File: src/rtl/cpu_trace_pkg.sv
// Shared types for the CPU trace buffer: FSM state encoding, entry width and entry layout.
// With CPU_TRACE_TIMESTAMP_EN defined, entries carry a trailing timestamp field.
package cpu_trace_pkg;

  typedef enum logic [1:0] {
    IDLE    = 2'd0,
    ARMED   = 2'd1,
    CAPTURE = 2'd2,
    DONE    = 2'd3
  } trace_state_e;

`ifdef CPU_TRACE_TIMESTAMP_EN
  localparam bit TS_EN = 1'b1;
`else
  localparam bit TS_EN = 1'b0;
`endif

  localparam int ADDR_W_DEF = 16;
  localparam int DATA_W_DEF = 16;
  localparam int OP_W_DEF   = 4;
  localparam int TS_W_DEF   = 16;

  function automatic int entry_width(int addr_w, int data_w, int op_w, int ts_w);
    return addr_w + 2 * data_w + op_w + 1 + (TS_EN ? ts_w : 0);
  endfunction

  localparam int ENTRY_W = entry_width(ADDR_W_DEF, DATA_W_DEF, OP_W_DEF, TS_W_DEF);

  typedef struct packed {
    logic [ADDR_W_DEF-1:0] instr_addr;
    logic [DATA_W_DEF-1:0] instruction;
    logic [OP_W_DEF-1:0]   op_select;
    logic [DATA_W_DEF-1:0] bus_d;
    logic                  zero;
`ifdef CPU_TRACE_TIMESTAMP_EN
    logic [TS_W_DEF-1:0]   ts;
`endif
  } trace_entry_t;

endpackage

File: src/rtl/cpu_trace_fifo.sv
// Synchronous show-ahead FIFO with flush; a word written at one edge is at the head after it.
// Writes are ignored when full unless a pop happens on the same edge; empty reads return zero.
module cpu_trace_fifo #(
  parameter int WIDTH = 53,
  parameter int DEPTH = 16
) (
  input  logic                       clk,
  input  logic                       rst_n,
  input  logic                       flush_i,
  input  logic                       wr_vld_i,
  input  logic [WIDTH-1:0]           wr_dat_i,
  output logic                       rd_vld_o,
  input  logic                       rd_rdy_i,
  output logic [WIDTH-1:0]           rd_dat_o,
  output logic [$clog2(DEPTH+1)-1:0] count_o
);
  localparam int PW = $clog2(DEPTH);
  localparam int CW = $clog2(DEPTH + 1);

  logic [WIDTH-1:0] mem_q [DEPTH];
  logic [PW-1:0]    wr_ptr_q, wr_ptr_d;
  logic [PW-1:0]    rd_ptr_q, rd_ptr_d;
  logic [CW-1:0]    count_q, count_d;
  logic             pop, push, full;

  assign full     = (count_q == CW'(DEPTH));
  assign rd_vld_o = (count_q != '0);
  assign pop      = rd_vld_o && rd_rdy_i;
  assign push     = wr_vld_i && (!full || pop);
  assign rd_dat_o = rd_vld_o ? mem_q[rd_ptr_q] : '0;
  assign count_o  = count_q;

  always_comb begin
    wr_ptr_d = wr_ptr_q;
    rd_ptr_d = rd_ptr_q;
    count_d  = count_q;
    if (flush_i) begin
      wr_ptr_d = '0;
      rd_ptr_d = '0;
      count_d  = '0;
    end else begin
      if (push) wr_ptr_d = wr_ptr_q + PW'(1);
      if (pop)  rd_ptr_d = rd_ptr_q + PW'(1);
      count_d = count_q + CW'(push) - CW'(pop);
    end
  end

  always_ff @(posedge clk or negedge rst_n) begin
    if (!rst_n) begin
      wr_ptr_q <= '0;
      rd_ptr_q <= '0;
      count_q  <= '0;
    end else begin
      wr_ptr_q <= wr_ptr_d;
      rd_ptr_q <= rd_ptr_d;
      count_q  <= count_d;
    end
  end

  // Storage needs no reset: the occupancy count gates every read.
  always_ff @(posedge clk) begin
    if (push && !flush_i) mem_q[wr_ptr_q] <= wr_dat_i;
  end

endmodule

File: src/rtl/cpu_trace_buffer.sv
// Address-triggered trace capture of CPU fetch/execute taps into a FIFO drained over valid/ready.
// One-cycle write latency; drops on full FIFO set sticky overflow. CPU_TRACE_TIMESTAMP_EN adds timestamps.
module cpu_trace_buffer
  import cpu_trace_pkg::*;
#(
  parameter int ADDR_W = 16,
  parameter int DATA_W = 16,
  parameter int OP_W   = 4,
  parameter int DEPTH  = 16,
  parameter int LEN_W  = 8,
  parameter int TS_W   = 16,
  localparam int EW    = entry_width(ADDR_W, DATA_W, OP_W, TS_W)
) (
  input  logic              clk,
  input  logic              reset_n,
  input  logic              arm,
  input  logic              abort,
  input  logic [ADDR_W-1:0] trig_addr,
  input  logic [LEN_W-1:0]  cap_len,
  input  logic              cpu_valid,
  input  logic [ADDR_W-1:0] instr_addr,
  input  logic [DATA_W-1:0] instruction,
  input  logic [OP_W-1:0]   op_select,
  input  logic [DATA_W-1:0] bus_d,
  input  logic              zero,
  output logic              rd_valid,
  input  logic              rd_ready,
  output logic [EW-1:0]     rd_data,
  output logic [1:0]        state,
  output logic [LEN_W-1:0]  captured,
  output logic              overflow
);
  localparam int CW = $clog2(DEPTH + 1);

  trace_state_e     state_q, state_d;
  logic [LEN_W-1:0] captured_q, captured_d;
  logic             overflow_q, overflow_d;
  logic             flush, wr_vld, trig_hit, fifo_full;
  logic [EW-1:0]    wr_dat;
  logic [CW-1:0]    fifo_count;

  assign trig_hit  = cpu_valid && (instr_addr == trig_addr);
  assign fifo_full = (fifo_count == CW'(DEPTH));

`ifdef CPU_TRACE_TIMESTAMP_EN
  logic [TS_W-1:0] ts_q;

  always_ff @(posedge clk or negedge reset_n) begin
    if (!reset_n)  ts_q <= '0;
    else if (arm)  ts_q <= '0;
    else           ts_q <= ts_q + TS_W'(1);
  end

  assign wr_dat = {instr_addr, instruction, op_select, bus_d, zero, ts_q};
`else
  assign wr_dat = {instr_addr, instruction, op_select, bus_d, zero};
`endif

  always_comb begin
    state_d    = state_q;
    captured_d = captured_q;
    overflow_d = overflow_q;
    flush      = 1'b0;
    wr_vld     = 1'b0;
    if (arm) begin
      state_d    = ARMED;
      captured_d = '0;
      overflow_d = 1'b0;
      flush      = 1'b1;
    end else if (abort && state_q != IDLE) begin
      state_d = IDLE;
    end else begin
      case (state_q)
        ARMED:   wr_vld = trig_hit;
        CAPTURE: wr_vld = cpu_valid;
        default: wr_vld = 1'b0;
      endcase
      if (wr_vld) begin
        state_d = CAPTURE;
        if (fifo_full && !rd_ready) begin
          // Dropped samples do not count toward the window length.
          overflow_d = 1'b1;
        end else begin
          if (captured_q != '1) captured_d = captured_q + LEN_W'(1);
          if (cap_len != '0 && ({1'b0, captured_q} + (LEN_W+1)'(1)) == {1'b0, cap_len})
            state_d = DONE;
        end
      end
    end
  end

  always_ff @(posedge clk or negedge reset_n) begin
    if (!reset_n) begin
      state_q    <= IDLE;
      captured_q <= '0;
      overflow_q <= 1'b0;
    end else begin
      state_q    <= state_d;
      captured_q <= captured_d;
      overflow_q <= overflow_d;
    end
  end

  cpu_trace_fifo #(
    .WIDTH (EW),
    .DEPTH (DEPTH)
  ) u_fifo (
    .clk      (clk),
    .rst_n    (reset_n),
    .flush_i  (flush),
    .wr_vld_i (wr_vld),
    .wr_dat_i (wr_dat),
    .rd_vld_o (rd_valid),
    .rd_rdy_i (rd_ready),
    .rd_dat_o (rd_data),
    .count_o  (fifo_count)
  );

  assign state    = state_q;
  assign captured = captured_q;
  assign overflow = overflow_q;

endmodule

File: config.mk
export PLATFORM = sky130hd
export DESIGN_NAME = cpu_trace_buffer
export DESIGN_NICKNAME = d
export VERILOG_FILES = /design/src/rtl/cpu_trace_pkg.sv /design/src/rtl/cpu_trace_fifo.sv /design/src/rtl/cpu_trace_buffer.sv
export SDC_FILE = /design/constraint.sdc
export NUM_CORES = 1
export LEC_CHECK = 0
export BUFFER_PORTS_ARGS = -buffer_cell sky130_fd_sc_hd__buf_2
export CAP_MARGIN = 15
export CORE_MARGIN = 4
export CORE_UTILIZATION = 60
export DETAILED_ROUTE_END_ITERATION = 8
export GPL_TIMING_DRIVEN = 0
export PLACE_DENSITY_LB_ADDON = 0.3
export SLEW_MARGIN = 10
export SYNTH_ARGS = -nofsm -noshare
export SYNTH_HDL_FRONTEND = slang
export SYNTH_HIERARCHICAL = 1
export SYNTH_SLANG_ARGS = --single-unit
File: constraint.sdc
create_clock -name clk -period 20.5 [get_ports clk]
set_clock_uncertainty 0.1 [all_clocks]
set_input_delay 1.025 -clock clk [delete_from_list [all_inputs] [get_ports clk]]
set_output_delay 1.025 -clock clk [all_outputs]
set_load 0.01 [all_outputs]
## Yosys cells after proc, flatten, opt, wreduce, memory -nomap -nowiden

Memories as Yosys holds them, arrays and structs flattened.
Index checks and enable logic that the tools add are counted.

- Add/subtract/negate cells: 6
- Eq/ne operators: 8
- Multiplexer cells: 28
- Reduce and logical (&&, ||, !) cells: 22

Operators by type and width:

| cell | count |
|---|---|
| 53-bit two-way mux | 1 |
| 8-bit two-way mux | 5 |
| 16-bit equality test | 1 |
| 4-bit two-way mux | 4 |
| 1-bit two-way mux | 13 |
| 2-bit nonzero test | 6 |
| 8-bit by 1-bit adder with 9-bit output (second input constant) | 1 |
| 9-bit by 8-bit equality test with 1-bit output | 1 |
| 4-bit by 1-bit adder with 4-bit output (second input constant) | 2 |
| 8-bit by 1-bit adder with 8-bit output (second input constant) | 1 |
| 8-bit inequality test (second input constant) | 1 |
| 8-bit nonzero test | 1 |
| 1-bit logical AND | 7 |
| 2-bit two-way mux | 3 |
| 5-bit by 1-bit adder with 5-bit output | 1 |
| 5-bit equality test (second input constant) | 1 |
| 5-bit two-way mux | 1 |
| 5-bit nonzero test | 1 |
| 5-bit by 1-bit subtractor with 5-bit output | 1 |
| 2-bit inequality test (second input constant) | 2 |
| 4-bit AND reduction | 1 |
| 1-bit logical NOT | 3 |
| 3-bit AND reduction | 1 |
| 3-bit nonzero test | 1 |
| 4 further kinds | 4 |

- Register bits after elaboration: 24
- Memory bits (writable): 848
- Input bits: 83
- Output and inout port bits: 65
- Memories kept: 1

Memory list:

| name | words | width | rd ports | clocked after memory_dff | write ports | RTL line | RTL |
|---|---|---|---|---|---|---|---|
| u_fifo.mem_q | 16 | 53 | 1 | 0 | 1 | cpu_trace_fifo.sv:20 | `logic [WIDTH-1:0] mem_q [DEPTH];` |

## Logic depth before layout (Yosys ltp)

Gate-level depths: netlist (run 1).

- Word-level depth: 11
- Mapped depth: 15
- Mapped depth without buffers: 14

## Hierarchy

The synthesis (run 1) kept the hierarchy.

By module, submodules not included:

| module | instances | cells each | area an instance (µm²) |
|---|---|---|---|
| cpu_trace_fifo | 1 | 1,348 | 32,622.5 |
| cpu_trace_buffer | 1 | 122 | 1,073.5 |

## Worst setup path after synthesis (run 1)

No wires, ideal clock.

- Kind: input-to-reg
- Start point: input port trig_addr[0]
- End point: memory u_fifo.mem_q[0][0], enable pin
- Arrival time: 6.708 ns
- Data required time: 19.871 ns
- Slack: 13.163 ns
- Cell stages on the path: 10
- Path buffers: 1
- Path through: xnor2_1 nand4_1 or4_1 o21a_1 clkbuf_8 nor3_1 inv_1 a211oi_1 nand2_1 nor3_1

- Cells in the longest elaborated chain, start to end: 11

Ends and longest elaborated chain:

| element | RTL line | RTL |
|---|---|---|
| start, declared | cpu_trace_buffer.sv:18 | `input logic [ADDR_W-1:0] trig_addr,` |
| 16-bit equality test | cpu_trace_buffer.sv:42 | `assign trig_hit = cpu_valid && (instr_addr == trig_addr);` |
| 1-bit logical AND | cpu_trace_buffer.sv:42 |  |
| 1-bit case mux with 2 select lines | cpu_trace_buffer.sv:73 | `case (state_q)` |
| 1-bit two-way mux | cpu_trace_buffer.sv:70 | `end else if (abort && state_q != IDLE) begin` |
| 1-bit two-way mux | cpu_trace_buffer.sv:65 | `if (arm) begin` |
| 1-bit two-way mux | cpu_trace_buffer.sv:70 |  |
| 1-bit two-way mux | cpu_trace_buffer.sv:65 |  |
| via wr_vld | cpu_trace_buffer.sv:38 | `logic flush, wr_vld, trig_hit, fifo_full;` |
| 1-bit logical AND | cpu_trace_fifo.sv:29 | `assign push = wr_vld_i && (!full \|\| pop);` |
| 1-bit logical AND | cpu_trace_fifo.sv:62 | `if (push && !flush_i) mem_q[wr_ptr_q] <= wr_dat_i;` |
| 1-bit two-way mux | cpu_trace_fifo.sv:62 |  |
| 1-bit two-way mux (not written as such) | cpu_trace_fifo.sv:62 |  |
| end, declared | cpu_trace_fifo.sv:20 |  |

The timed path passes the listed nets, and every way through them passes these cells. The select of a mux whose other input is x is not followed.

## Final worst setup path (run 1)

- Start point: input port instr_addr[1]
- End point: memory u_fifo.mem_q[3][28], enable pin

- Cells in the longest elaborated chain, start to end: 11

Ends and longest elaborated chain:

| element | RTL line | RTL |
|---|---|---|
| start, declared | cpu_trace_buffer.sv:21 | `input logic [ADDR_W-1:0] instr_addr,` |
| 16-bit equality test | cpu_trace_buffer.sv:42 |  |
| 1-bit logical AND | cpu_trace_buffer.sv:42 |  |
| 1-bit case mux with 2 select lines | cpu_trace_buffer.sv:73 |  |
| 1-bit two-way mux | cpu_trace_buffer.sv:70 |  |
| 1-bit two-way mux | cpu_trace_buffer.sv:65 |  |
| 1-bit two-way mux | cpu_trace_buffer.sv:70 |  |
| 1-bit two-way mux | cpu_trace_buffer.sv:65 |  |
| via wr_vld | cpu_trace_buffer.sv:38 |  |
| 1-bit logical AND | cpu_trace_fifo.sv:29 |  |
| 1-bit logical AND | cpu_trace_fifo.sv:62 |  |
| 1-bit two-way mux | cpu_trace_fifo.sv:62 |  |
| 1-bit two-way mux (not written as such) | cpu_trace_fifo.sv:62 |  |

The timed path passes the listed nets, and every way through them passes these cells. The select of a mux whose other input is x is not followed.

==> results of run 1 <==
## cells by family (layout without fill, tap and decap cells)
logic type               Yosys count  count (layout)  synth area share, %
other                              0               3                    0
buffers and inverters             90             445                 1.57
multiplexers                     219             219                 14.4
AO/OA/AOI/OAI                    142             142                 3.59
AND/OR/NAND/NOR                   97              97                 1.61
XOR/XNOR                          35              35                0.910
flip-flops                       872             872                 77.4
adder cells (fa/ha/maj)           15              15                0.579
## critical path: stages
cell and delay, ns:
buf_2 0.19, xnor2_1 0.54, nand4_1 0.14, or4_1 0.51, o21a_1 0.24, clkbuf_8 0.18
nor3_1 0.40, inv_1 0.15, a211oi_1 0.45, nand2_1 0.37, nor3_2 0.74, buf_6 0.26
buf_4 0.20, buf_6 0.17, buf_6 0.16
## worst paths after layout
kind | end | cells after the start | startpoint | slack (ns)
max | u_fifo/mem_q[3][28] | 15 | instr_addr[1] | 14.94
min | u_fifo/rd_ptr_q[0] | 1 | reset_n | 0.31
max reg2reg | u_fifo/mem_q[3][28] | 15 | state[0] | 15.33
min reg2reg | overflow | 1 | overflow | 0.44
max in group asynchronous | captured[3] | 1 | reset_n | 19.60
min in group clk | overflow | 1 | overflow | 0.44
## cell usage in the layout, fill, tap and decap left out, types with 4 or more instances in the layout
cell       count
edfxtp_1     848
mux4_2       212
buf_2        177
clkbuf_16     87
a22o_1        52
a221o_1       52
clkbuf_1      47
xnor2_1       27
dfrtp_1       24
buf_6         22
clkinv_2      19
clkinv_1      19
buf_12        19
buf_4         17
nor2_1        14
ha_1          14
nand3_1       12
nand2_1       12
a21oi_1       12
nor2_4        12
inv_1         10
xor2_1         8
buf_16         7
nor2b_1        6
o21ai_0        6
bufinv_16      6
nand4_1        5
buf_8          5
or4_1          4
o31ai_1        4
mux2i_1        4
nor3_2         4
## registers in the layout (all words and copies together) (netlist names)
| register | flops |
|---|---|
| u_fifo/mem_q | 848 |
| captured | 8 |
| u_fifo/count_o | 5 |
| u_fifo/rd_ptr_q | 4 |
| u_fifo/wr_ptr_q | 4 |
| state | 2 |
| overflow | 1 |
## routing by layer
layer  track usage (%)  share of wire, %
met1              36.3                36
met2              44.9                51
met3              5.40               9.9
met4              8.58               3.2
met5                 0             0.016
## through the flow
step / setup slack, ns / hold slack, ns / instance area, sq um / total power [uW] / util (%)
after global placement: 8.58 / 0.393 / 35400 / 2860 / 63.9
after floorplan: 13.16 / 0.430 / 33700 / 2580 / -
after detailed placement: 14.40 / 0.405 / 36300 / 2870 / 65.7
after CTS: 15.02 / 0.300 / 39000 / 4360 / 70.5
final: 14.94 / 0.306 / 39000 / 4340 / 70.5
after global routing: 14.80 / 0.323 / 39000 / 4490 / 70.5
## power groups by stage
stage | registers (uW) | logic, uW | clock network (uW)
after floorplan | 2000 | 574 | 0
after global placement | 2000 | 854 | 0
after detailed placement | 2000 | 871 | 0
after CTS | 1970 | 884 | 1510
after global routing | 1970 | 932 | 1590
final | 1970 | 876 | 1490
## cell type report
class | count | share of cell area (%)
Antenna cell | 3 | 0.0193
Multi-Input combinational cell | 508 | 18.5
Tap cell | 748 | 2.40
Sequential cell | 872 | 66.9
Buffer | 80 | 1.26
Timing Repair Buffer | 201 | 4.03
Clock inverter | 50 | 1.07
Clock buffer | 104 | 5.75
Inverter | 10 | 0.0963
==> flow_summary_export.csv, run 1 <==
group,metric,value,unit
status,status,"complete, no violations",
sta,rsz0062_at_grt,"false",
sta,tns,0,ns
logic_synthesis,yosys_warnings,6,
cells_and_area,fillCellCount,3218,
placement,gp_congestion,0.832,
clock_tree,clk_pin_slew_worst_paths,0.06,ns
logic_synthesis,ys_seq_elements,872,
sta,max_slew_margin,17.7,%
power_and_ir_drop,ir_drop,0.0000659,V
grt,grt_max_degree,25,
floorplan,ios,148,
clock_tree,cts_setup_buffers,0,
sta,finalMaxSlewViolations,0,
logic_synthesis,synth_edf_count,848,
logic_synthesis,yosysMostFrequentCell,"edfxtp_1",
grt,grt_pass1_vias,17900,
sta,worstMarginPinSlew,1.23,ns
worst_setup_path,cp_max_fo,17,
clock_tree,clkLatencyLatePin,0.61,ns
logic_synthesis,synthTopCellsByCount,"edfxtp_1, mux4_2, a221o_1, a22o_1",
cells_and_area,drive_gt1_share,33.3,%
detailed_routing,via_count,17100,
grt,grt_overflow,0,
detailed_routing,routed_wl,79000,microns
worst_setup_path,end_kind,"flip-flop",
clock_tree,cts_resized,0,
worst_setup_path,cp_data_arrival_time,5.78,ns
detailed_routing,first_pass_iters,5,
worst_setup_path,start_kind,"input port",
flow_run,max-cap-violations,0,
logic_synthesis,synth_area_leader_cell,"edfxtp_1",
logic_synthesis,syn-num-nets,1568,
clock_tree,cts_tree,"built",
grt,antenna_found_initial,5,
cells_and_area,multiInputGateArea,7210,sq um
logic_synthesis,async_reset_ff_share,2.75,%
placement,dp_hpwl,47700,microns
hold_path,min_path_type,"input port to async pin",
power_and_ir_drop,p_sw,1120,uW
logic_synthesis,syn_avg_cell_area,22.9,sq um
detailed_routing,drtIter0Drc,2151,
logic_synthesis,yosys.area.top_type_share,75.6,%
placement,place_inst,2419,
power_and_ir_drop,pwr-share-clk,34.5,%
power_and_ir_drop,swShare,25.8,%
grt,grt_use_total,26.8,%
detailed_routing,antenna_left,0,
sta,fmax,0.180,GHz
cells_and_area,regArea,26100,sq um
power_and_ir_drop,powerDensity,111,nW/um^2
placement,port_buffers,147,
detailed_routing,route.detailed.drc,0,
logic_synthesis,synthCells,1470,
power_and_ir_drop,p_leak,0.0126,uW
floorplan,die_h,245,microns
sta,finalHoldViolCount,0,
logic_synthesis,syn_area,33700,sq um
power_and_ir_drop,seqPwrFrac,45.3,%
power_and_ir_drop,power.internal,3220,uW
clock_tree,cts_buffers,84,
logic_synthesis,yosysSeqAreaShare,77.4,%
floorplan,core_area,55300,sq um
power_and_ir_drop,power_frac_comb,20.2,%
cells_and_area,syn2layout_area_growth,15.7,%
sta,setup_violations,0,
worst_setup_path,crit_required,20.72,ns
logic_synthesis,synth.area.top_cells,"edfxtp_1, mux4_2, dfrtp_1",
floorplan,die-area,60000,sq um
detailed_routing,wl_per_cell,30.7,microns
clock_tree,cts_hold_buf,0,
logic_synthesis,synthFlopType,"edfxtp_1",
grt,grt_pass1_wl,117000,microns
cells_and_area,final_cells,2576,
sta,fin_crit_sh,27.1,%
detailed_routing,vias_per_cell,6.63,
floorplan,start_util,60.9,%
clock_tree,cts.path.max_buffers,3,
sta,period_needed,5.56,ns
floorplan,die_w,245,microns
floorplan,fp-row-count,86,
logic_synthesis,synth.distinct_cells,58,
cells_and_area,fin_nets,1855,
worst_setup_path,critical_path_class,"input port to flip-flop",
clock_tree,cts-htree-levels,3,
clock_tree,cts_root_buf,"clkbuf_16",
clock_tree,clkSinkCount,872,
No activity file was read; power rests on OpenSTA's default activity.
==> inputs of run 2 (changes only) <==
==> constraint.sdc (replaced) <==
create_clock -name clk -period 5.3 [get_ports clk]
set_clock_uncertainty 0.1 [all_clocks]
set_input_delay 0.265 -clock clk [delete_from_list [all_inputs] [get_ports clk]]
set_output_delay 0.265 -clock clk [all_outputs]
set_load 0.01 [all_outputs]
==> flow_summary_export.csv, run 2 (same netlist as run 1, synthesis figures left out) <==
group,metric,value,unit
status,status,"complete, no violations",
worst_setup_path,startpoint,"instr_addr[0]",
worst_setup_path,max_stage_delay,0.59,ns
placement,gp_congestion,0.832,
placement,dp_hpwl,46100,microns
detailed_routing,drtIter0Drc,2044,
cells_and_area,final_util,71.8,%
sta,tns,0,ns
sta,finalHoldViolCount,0,
cells_and_area,largest_reg_flops,848,
clock_tree,clkLatencyLatePin,0.61,ns
cells_and_area,layout_common_cells,"edfxtp_1, mux4_2, buf_2",
clock_tree,cts_buffers,85,
sta,whs,0.0600,ns
cells_and_area,postLayoutCellArea,39700,sq um
floorplan,die_h,245,microns
worst_setup_path,cp_data_arrival_time,5.32,ns
grt,grt_pass1_wl,117000,microns
detailed_routing,antenna_left,0,
clock_tree,cts_root_buf,"clkbuf_16",
detailed_routing,wl_per_cell,29.9,microns
grt,grt_use_total,26.6,%
worst_setup_path,start_kind,"input port",
placement,dp_slack,0.113,ns
power_and_ir_drop,p_leak,0.0129,uW
worst_setup_path,r2r_cells,14,
grt,grt_pass1_vias,18200,
cells_and_area,regMostFlops,"u_fifo/mem_q",
clock_tree,cts_resized,0,
hold_path,min_path_type,"input port to flip-flop",
detailed_routing,vias_per_cell,6.58,
worst_setup_path,r2r-end,"u_fifo/mem_q[8][28]",
detailed_routing,routed_wl,78600,microns
worst_setup_path,cp_max_fo,20,
clock_tree,cts-htree-levels,3,
worst_setup_path,end_kind,"flip-flop",
floorplan,fp-row-count,86,
worst_setup_path,cp_cell_sequence,"dlygate4sd3_1, buf_2, xnor2_1, nand4_1, or4_1, o21a_1, clkbuf_8, nor3_1, inv_1, a211oi_1, nand2_1, nor2_4, buf_16, buf_16, buf_12",
placement,port_buffers,147,
cells_and_area,num_antenna_cells,0,
cells_and_area,final_common_cell,"edfxtp_1",
power_and_ir_drop,powerDensity,425,nW/um^2
detailed_routing,route.detailed.drc,0,
floorplan,start_util,60.9,%
grt,grt_overflow,0,
floorplan,ios,148,
detailed_routing,via_count,17300,
clock_tree,clkSinkCount,872,
sta,fin_crit_sh,96.5,%
detailed_routing,first_pass_iters,5,
flow_run,max-cap-violations,0,
worst_setup_path,r2r_start,"state[0]",
sta,max_slew_margin,22.9,%
floorplan,die_w,245,microns
cells_and_area,fillCellCount,3079,
worst_setup_path,crit_end,"u_fifo/mem_q[8][28]",
power_and_ir_drop,ir_drop,0.000362,V
floorplan,core_area,55300,sq um
sta,fmax,0.195,GHz
worst_setup_path,crit_required,5.50,ns
clock_tree,clk_pin_slew_worst_paths,0.06,ns
grt,grt_max_degree,25,
worst_setup_path,crit_slowest_cell,"or4_1",
sta,period_needed,5.12,ns
sta,finalMaxSlewViolations,0,
placement,post_dp_cell_area,36400,sq um
sta,setup_slack,0.184,ns
sta,setup_violations,0,
worst_setup_path,critical_path_class,"input port to flip-flop",
cells_and_area,syn2layout_area_growth,17.8,%
clock_tree,cts.path.max_buffers,3,
sta,rsz0062_at_grt,"false",
grt,antenna_found_initial,4,
sta,worstMarginPinSlew,1.16,ns
cells_and_area,drive_gt1_share,31.9,%
worst_setup_path,r2r_slack,0.39,ns
floorplan,die-area,60000,sq um
cells_and_area,fin_nets,1910,
worst_setup_path,path_common_cell,"buf_16",
clock_tree,cts_tree,"built",
## run 2: final cells by class
cell class                 count  area, sq um  area share, %
clock inverter                39          332          0.835
clock buffer                 112         2340           5.90
inverter                      10         37.5         0.0946
timing repair buffer         255         2250           5.66
sequential                   872        26100           65.7
multi-input combinational    508         7240           18.2
buffer                        80          490           1.24
tap                          748          936           2.36
## run 2: power breakdown
group	internal [uW]	total (uW)	switching (uW)
clock network	3390	5850	2460
logic	1600	3430	1830
registers	7580	7610	27.2
total	12600	16900	4320
## run 2: how the worst min path moves through the flow
stage | start | endpoint | cells past startpoint
floorplan | reset_n | captured[0] | 0
global placement | reset_n | captured[6] | 1
detailed placement | reset_n | captured[6] | 1
CTS | abort | state[1] | 3
global route | abort | state[1] | 3
finish | abort | state[1] | 3
## run 2: what timing repair did
item	CTS	global route
setup buffers	0	6
hold buffers	58	0
setup endpoints to repair	0	52
endpoints found under the hold margin	880	0
## run 2: stage by stage
stage | std cells | total power (uW)
2_1_floorplan | 1470 | 9970
3_3_place_gp | 2365 | 11000
3_5_place_dp | 2409 | 11100
4_1_cts | 2618 | 17000
5_1_grt | 2624 | 17500
6_report | 2624 | 16900
## run 2: worst max-delay path, delay by kind of cell
kind	cells	cell delay, ns
AOI/OAI and AO/OA	2	0.77
buffers and inverters	7	1.72
and+or+nand+nor	5	2.19
xor gates and xnor gates	1	0.35
## run 2: metal layers
metal | global-route usage (%) | routed length [microns] | part of all wire, % | up-vias
met5 | 0 | 13 | 0.017 | -
met4 | 9.70 | 2410 | 3.1 | 2
met3 | 5.29 | 7510 | 9.6 | 155
met2 | 43.3 | 39600 | 50 | 1043
met1 | 36.8 | 29100 | 37 | 9045
li1 | - | - | - | 7013
